[src/rtl/fft_frame_ctrl.sv]
// Purpose : frames 2^M unsigned 8-bit samples into an FFT core, kicks it, and
//           streams its result bins back out with a running index.
// Latency : one cycle from sample accept to fft_load, and from fft_done to bin_valid.
// Backpressure: smp_ready is high only while loading; fft_done gaps stall the bin stream.
//
// Optional build macro FFT_FRAME_TIMEOUT_EN: adds a watchdog on the wait for
// fft_done. The default build waits indefinitely and ties timeout_err to 0.
//
// Ports
//   clk, reset_n      : clock (rising edge), asynchronous active-low reset
//   enable            : keep running frames back to back while high
//   smp_valid/ready   : sample handshake, smp_data is the 8-bit sample
//   fft_load/rd_adr/rd: FFT input-write strobe, address and {re, im} word
//   fft_start         : single-cycle start pulse after the last input write
//   fft_done/fft_wd   : FFT result streaming qualifier and {re, im} word
//   bin_valid/idx/re/im: registered result bin with running index
//   frame_done        : pulses with the last bin of a frame
//   busy, frame_cnt   : not-idle status, completed-frame counter (wraps)
//   timeout_err       : sticky watchdog flag, cleared when the next frame starts loading
module fft_frame_ctrl #(
    parameter int M           = 9,
    parameter int WIDTH       = 16,
    parameter int TIMEOUT_CYC = 4096
) (
    input  logic                    clk,
    input  logic                    reset_n,
    input  logic                    enable,
    input  logic                    smp_valid,
    input  logic [7:0]              smp_data,
    output logic                    smp_ready,
    output logic                    fft_load,
    output logic [M-1:0]            fft_rd_adr,
    output logic [2*WIDTH-1:0]      fft_rd,
    output logic                    fft_start,
    input  logic                    fft_done,
    input  logic [2*WIDTH-1:0]      fft_wd,
    output logic                    bin_valid,
    output logic [M-1:0]            bin_idx,
    output logic signed [WIDTH-1:0] bin_re,
    output logic signed [WIDTH-1:0] bin_im,
    output logic                    frame_done,
    output logic                    busy,
    output logic [7:0]              frame_cnt,
    output logic                    timeout_err
);

    localparam int         POINTS   = 1 << M;
    localparam logic [M:0] LAST_BIN = (M+1)'(POINTS - 1);

    typedef enum logic [2:0] {
        S_IDLE,
        S_LOAD,
        S_KICK,
        S_WAIT,
        S_UNLOAD
    } state_t;

    state_t r_state;
    state_t w_next;

    logic [M-1:0]         r_load_cnt;
    // One bit wider than an index: the top bit marks "all bins seen" so a
    // stray fft_done in the frame_done cycle cannot start a second pass.
    logic [M:0]           r_bin_cnt;
    logic                 r_fft_load;
    logic [M-1:0]         r_fft_rd_adr;
    logic [2*WIDTH-1:0]   r_fft_rd;
    logic                 r_fft_start;
    logic                 r_bin_valid;
    logic [M-1:0]         r_bin_idx;
    logic [WIDTH-1:0]     r_bin_re;
    logic [WIDTH-1:0]     r_bin_im;
    logic                 r_frame_done;
    logic [7:0]           r_frame_cnt;
    logic                 r_timeout_err;

    logic                 w_accept;
    logic                 w_load_last;
    logic                 w_capture;
    logic                 w_bin_last;
    logic                 w_timeout;
    logic                 w_enter_load;
    logic [2*WIDTH-1:0]   w_smp_word;

    // Sample lands zero-extended in the real half, imaginary half is zero.
    assign w_smp_word  = {{(WIDTH-8){1'b0}}, smp_data, {WIDTH{1'b0}}};
    assign w_accept    = (r_state == S_LOAD) && smp_valid;
    assign w_load_last = w_accept && (&r_load_cnt);
    // The fft_done cycle that moves WAIT to UNLOAD already carries bin 0.
    assign w_capture   = fft_done && ((r_state == S_WAIT) ||
                                      ((r_state == S_UNLOAD) && !r_bin_cnt[M]));
    assign w_bin_last  = w_capture && (r_bin_cnt == LAST_BIN);

`ifdef FFT_FRAME_TIMEOUT_EN
    localparam int TW = $clog2(TIMEOUT_CYC + 1);

    logic [TW-1:0] r_wait_cnt;

    assign w_timeout = (r_state == S_WAIT) && !fft_done &&
                       (r_wait_cnt == TW'(TIMEOUT_CYC - 1));

    always_ff @(posedge clk or negedge reset_n) begin
        if (!reset_n) begin
            r_wait_cnt    <= '0;
            r_timeout_err <= 1'b0;
        end else begin
            if (r_state != S_WAIT) begin
                r_wait_cnt <= '0;
            end else begin
                r_wait_cnt <= r_wait_cnt + 1'b1;
            end
            if (w_enter_load) begin
                r_timeout_err <= 1'b0;
            end else if (w_timeout) begin
                r_timeout_err <= 1'b1;
            end
        end
    end
`else
    // The watchdog depth has no effect when the watchdog is not built.
    localparam int unused_timeout_cyc = TIMEOUT_CYC;

    assign w_timeout     = 1'b0;
    assign r_timeout_err = 1'b0;
`endif

    always_comb begin
        w_next = r_state;
        case (r_state)
            S_IDLE:   if (enable) w_next = S_LOAD;
            S_LOAD:   if (w_load_last) w_next = S_KICK;
            S_KICK:   w_next = S_WAIT;
            S_WAIT: begin
                if (fft_done) begin
                    w_next = S_UNLOAD;
                end else if (w_timeout) begin
                    w_next = S_IDLE;
                end
            end
            // Leave once the last bin is on the outputs; enable is sampled here
            // so a mid-frame drop only takes effect at the frame boundary.
            S_UNLOAD: if (r_frame_done) w_next = enable ? S_LOAD : S_IDLE;
            default:  w_next = S_IDLE;
        endcase
    end

    assign w_enter_load = (w_next == S_LOAD) && (r_state != S_LOAD);

    always_ff @(posedge clk or negedge reset_n) begin
        if (!reset_n) begin
            r_state      <= S_IDLE;
            r_load_cnt   <= '0;
            r_bin_cnt    <= '0;
            r_fft_load   <= 1'b0;
            r_fft_rd_adr <= '0;
            r_fft_rd     <= '0;
            r_fft_start  <= 1'b0;
            r_bin_valid  <= 1'b0;
            r_bin_idx    <= '0;
            r_bin_re     <= '0;
            r_bin_im     <= '0;
            r_frame_done <= 1'b0;
            r_frame_cnt  <= '0;
        end else begin
            r_state <= w_next;

            // Held at zero outside LOAD, so every frame starts at address 0.
            if (r_state != S_LOAD) begin
                r_load_cnt <= '0;
            end else if (w_accept) begin
                r_load_cnt <= r_load_cnt + 1'b1;
            end

            r_fft_load   <= w_accept;
            r_fft_rd_adr <= w_accept ? r_load_cnt : '0;
            r_fft_rd     <= w_accept ? w_smp_word : '0;

            // KICK follows the last accept, so this pulse trails the last fft_load.
            r_fft_start <= (r_state == S_KICK);

            // Zero on the way into WAIT/UNLOAD; the bin stream indexes from it.
            if ((r_state != S_WAIT) && (r_state != S_UNLOAD)) begin
                r_bin_cnt <= '0;
            end else if (w_capture) begin
                r_bin_cnt <= r_bin_cnt + 1'b1;
            end

            r_bin_valid <= w_capture;
            if (w_capture) begin
                r_bin_idx <= r_bin_cnt[M-1:0];
                r_bin_re  <= fft_wd[2*WIDTH-1:WIDTH];
                r_bin_im  <= fft_wd[WIDTH-1:0];
            end

            r_frame_done <= w_bin_last;
            if (w_bin_last) begin
                r_frame_cnt <= r_frame_cnt + 8'd1;
            end
        end
    end

    assign smp_ready   = (r_state == S_LOAD);
    assign busy        = (r_state != S_IDLE);
    assign fft_load    = r_fft_load;
    assign fft_rd_adr  = r_fft_rd_adr;
    assign fft_rd      = r_fft_rd;
    assign fft_start   = r_fft_start;
    assign bin_valid   = r_bin_valid;
    assign bin_idx     = r_bin_idx;
    assign bin_re      = r_bin_re;
    assign bin_im      = r_bin_im;
    assign frame_done  = r_frame_done;
    assign frame_cnt   = r_frame_cnt;
    assign timeout_err = r_timeout_err;

endmodule

[config.mk]
export PLATFORM = sky130hd
export DESIGN_NAME = fft_frame_ctrl
export DESIGN_NICKNAME = d
export VERILOG_FILES = /design/src/rtl/fft_frame_ctrl.sv
export SDC_FILE = /design/constraint.sdc
export NUM_CORES = 1
export LEC_CHECK = 0
export ABC_AREA = 1
export CORE_UTILIZATION = 41
export CTS_CLUSTER_SIZE = 40
export DETAILED_ROUTE_END_ITERATION = 12
export PLACE_DENSITY_LB_ADDON = 0.15
export SLEW_MARGIN = 20
export SYNTH_ARGS = -nofsm -noshare
export SYNTH_HDL_FRONTEND = slang
export SYNTH_SLANG_ARGS = --single-unit
[constraint.sdc]
create_clock -name clk -period 1.3 [get_ports clk]
set_input_delay 0.26 -clock clk [delete_from_list [all_inputs] [get_ports clk]]
set_output_delay 0.26 -clock clk [all_outputs]
set_load 0.05 [all_outputs]
==> flow_summary_export.csv <==
group,metric,value,unit
status,outcome,"complete, but fails checks",
status,failed_checks,"negative setup slack",
min_path,hold_class,"input port to async pin",
critical_path,kind_of_cell_adding_the_most_delay_to_the_critical_path,"buffers and inverters",
finish,num-nets-final,718,
critical_path,critical-path-slowest-cell,"dfrtp_1",
timing,final_max_slew_viol_count,0,
power_and_ir_drop,p_comb_share,60.8,%
drt,via_count,3882,
global_routing,grt_max_degree,31,
clock_network,clk_transition_reported_paths,0.09,ns
timing,max_clock_freq,595,MHz
global_routing,first_global_vias,3674,
floorplan,die_height,103,microns
critical_path,path_buf_inv,3,
timing,worst_clock_skew,0.0106,ns
placement,io_buffer_count,116,
floorplan,placement_rows,36,
floorplan,io_pins,142,
drt,detail_route.wirelength,13100,microns
drt,remaining_drcs,0,
power_and_ir_drop,p_total,16.6,mW
power_and_ir_drop,power_leakage,3.68,nW
flow_run,cap_viol_max_count,0,
power_and_ir_drop,sw_frac_of_total,42.7,%
critical_path,timing.critical_path.mode_cell,"buf_6",
critical_path,worst-endpoint-required,1.04,ns
critical_path,critical_path.max_stage_delay,0.42,ns
finish,layout-drive-gt1-share,48.4,%
timing,report.final.hold_viol_count,0,
drt,routed_wire_length_per_instance,16.3,microns
clock_network,cts.htree.levels,3,
floorplan,dieArea,10500,sq um
yosys,synthesis.area,4150,sq um
placement,gp_congestion,0.838,
power_and_ir_drop,intPower,9.53,mW
power_and_ir_drop,power.net_switching,7.10,mW
yosys,synthesis.instances,471,
floorplan,floorplan.die.width,103,microns
timing,tns,-22.73,ns
clock_network,insertion_delay,0.37,ns
placement,placedCellCount,749,
floorplan,floorplan.core_area,9770,sq um
timing,min_period_over_period,129,%
critical_path,worst_setup_path_end_kind,"primary output",
timing,final_worst_path_setup_slack,-0.381,ns
critical_path,crit_path_start_kind,"flip-flop",
drt,drt-pass1-iter-count,4,
yosys,postSynthAreaPerCell,8.80,sq um
critical_path,cp_data_arrival_time,1.42,ns
power_and_ir_drop,power.clock.fraction,13.2,%
clock_network,ctsLongestPathBuffers,2,
finish,layout.cells.most_common_list,"nand2_1 (104), dfrtp_1 (85), buf_12 (84), nand2_2 (57), clkdlybuf4s50_1 (43)",
drt,routed_via_density,4.81,
timing,period_needed,1.68,ns
clock_network,cts_tree,"done",
power_and_ir_drop,power-per-cell-area,2130,nW/um^2
yosys,yosys_register_bits,92,
finish,insertedDiodeCount,0,
timing,rsz0062_at_grt,"true",
global_routing,gr-usage-all-layers,21.9,%
finish,layout.cells.most_common,"nand2_1",
finish,synthToLayoutAreaGrowth,88.7,%
clock_network,clock-root-buffer,"clkbuf_8",
floorplan,initial_core_util,42.4,%
global_routing,grt_first_pass_wirelength,17500,microns
placement,hpwl,7260,microns
timing,setup_violations,92,
drt,final_antenna_net_count,0,
yosys,yosys_warnings,0,
global_routing,number_of_antenna_violations_at_the_first_check_in_global_routing,0,
critical_path,worst-setup-path-type,"flip-flop to primary output",
power_and_ir_drop,pwr-share-seq,25.9,%
global_routing,global_route.overflow_total,0,
critical_path,worstPathMaxFanout,3,
critical_path,worstPathCellList,"buf_6, nor3_4, buf_6, buf_12",
clock_network,tritoncts_sinks,92,
finish,final_cell_count_without_fillers,807,
clock_network,cts-buffers-inserted,9,
drt,drtIter0Drc,153,
power_and_ir_drop,ir_drop_worst_case_vdd,1250,uV
yosys,synth.lib_cells_used.distinct,32,
yosys,synth_sequential_area_ratio,55.5,%
path summary, 6_finish.rpt:
kind | start | end | slack, ns | cells past startpoint
worst max-delay path | r_state[2] | smp_ready | -0.38 | 4
worst min-delay path | reset_n | fft_rd[17] | 0.34 | 2
worst max register to register | r_state[1] | bin_re[9] | -0.37 | 10
worst min register to register | bin_idx[4] | bin_idx[4] | 0.54 | 2
max in group asynchronous | reset_n | bin_idx[5] | 0.46 | 3
min in group clk | smp_data[7] | fft_rd[23] | 0.41 | 3
cells in the mapped netlist:
master,number,share of area [%]
nand2_1,188,17
dfrtp_1,92,56
inv_1,36,3.3
buf_4,27,4.9
nor2_1,22,2.0
o21ai_0,19,2.3
nand3_1,16,1.9
nor2_2,11,1.7
nand4_1,10,1.5
buf_6,7,1.9
a21oi_1,5,0.60
inv_2,5,0.45
ha_1,4,1.2
xnor2_1,4,0.84
nand2_2,3,0.45
or2_2,3,0.45
xor2_1,3,0.63
nor3_1,2,0.24
a31oi_1,1,0.15
buf_2,1,0.12
buf_8,1,0.36
conb_1,1,0.090
inv_4,1,0.15
nand2_4,1,0.27
nand3_2,1,0.24
nor2_4,1,0.27
nor2_8,1,0.48
nor3_4,1,0.39
nor4_1,1,0.15
o21ai_1,1,0.12
o21bai_1,1,0.18
o22ai_1,1,0.15
power by group through the flow:
stage | Combinational (mW) | Sequential, mW | Clock (mW)
floorplan | 1.92 | 5.85 | 0
global placement | 7.15 | 4.17 | 0
detailed placement | 7.26 | 4.21 | 0
CTS | 8.24 | 4.13 | 2.23
global route | 10.5 | 4.38 | 2.33
finish | 10.1 | 4.32 | 2.20
per-stage QoR:
| stage | instance area (sq um) | hold slack (ns) | utilization [%] | setup slack, ns |
|---|---|---|---|---|
| global placement | 6360 | 0.194 | 65.1 | -0.192 |
| global route | 7820 | 0.380 | 80.0 | -0.500 |
| finish | 7820 | 0.345 | 80.0 | -0.381 |
| CTS | 7000 | 0.351 | 71.6 | -0.332 |
| floorplan | 4260 | -0.0356 | - | -0.368 |
| detailed placement | 6360 | 0.195 | 65.1 | -0.284 |
repair_timing:
action	4_1_cts	5_1_grt
endpoints found under the hold margin	22	0
endpoints found under the setup margin	88	95
setup buffers	17	15
pin swaps	8	44
gates resized for setup	49	185
cloned	7	9
hold buffers	1	0
cell families (layout without fill, tap and decap cells):
| family | Yosys count | in the layout | synth area share, % |
|---|---|---|---|
| XOR/XNOR | 7 | 7 | 1.48 |
| adder cells (fa/ha/maj) | 4 | 4 | 1.21 |
| buffers and inverters | 78 | 254 | 11.1 |
| AND/OR/NAND/NOR | 261 | 264 | 27.1 |
| other | 1 | 25 | 0.0904 |
| flip-flops | 92 | 92 | 55.5 |
| AO/OA/AOI/OAI | 28 | 28 | 3.50 |
per-layer routing:
metal / GRT usage (%) / vias up / routed length, microns
li1: - / 1814 / -
met1: 27.4 / 1923 / 5110
met2: 37.7 / 122 / 7000
met3: 3.32 / 23 / 692
met4: 9.89 / 0 / 333
met5: 0 / - / 0
area by class of cell:
cell class | instances | area [sq um]
well taps | 133 | 166
repair buffers | 194 | 2830
fillers | 577 | 1950
multi-input cells | 328 | 2080
flip-flops and latches | 92 | 2310
repair inverters | 2 | 20.0
clock inverters | 5 | 83.8
inverters | 42 | 185
clock buffers | 11 | 141
state kept, by name, indices dropped and copies added, names as in the netlist:
name        cells
fft_load        1
r_bin_cnt      10
bin_idx         9
frame_done      1
frame_cnt       8
bin_im         16
fft_start       1
bin_re         16
bin_valid       1
fft_rd_adr      9
r_load_cnt      9
r_state         3
fft_rd          8
Note: power is estimated with default switching activity, not from simulation.
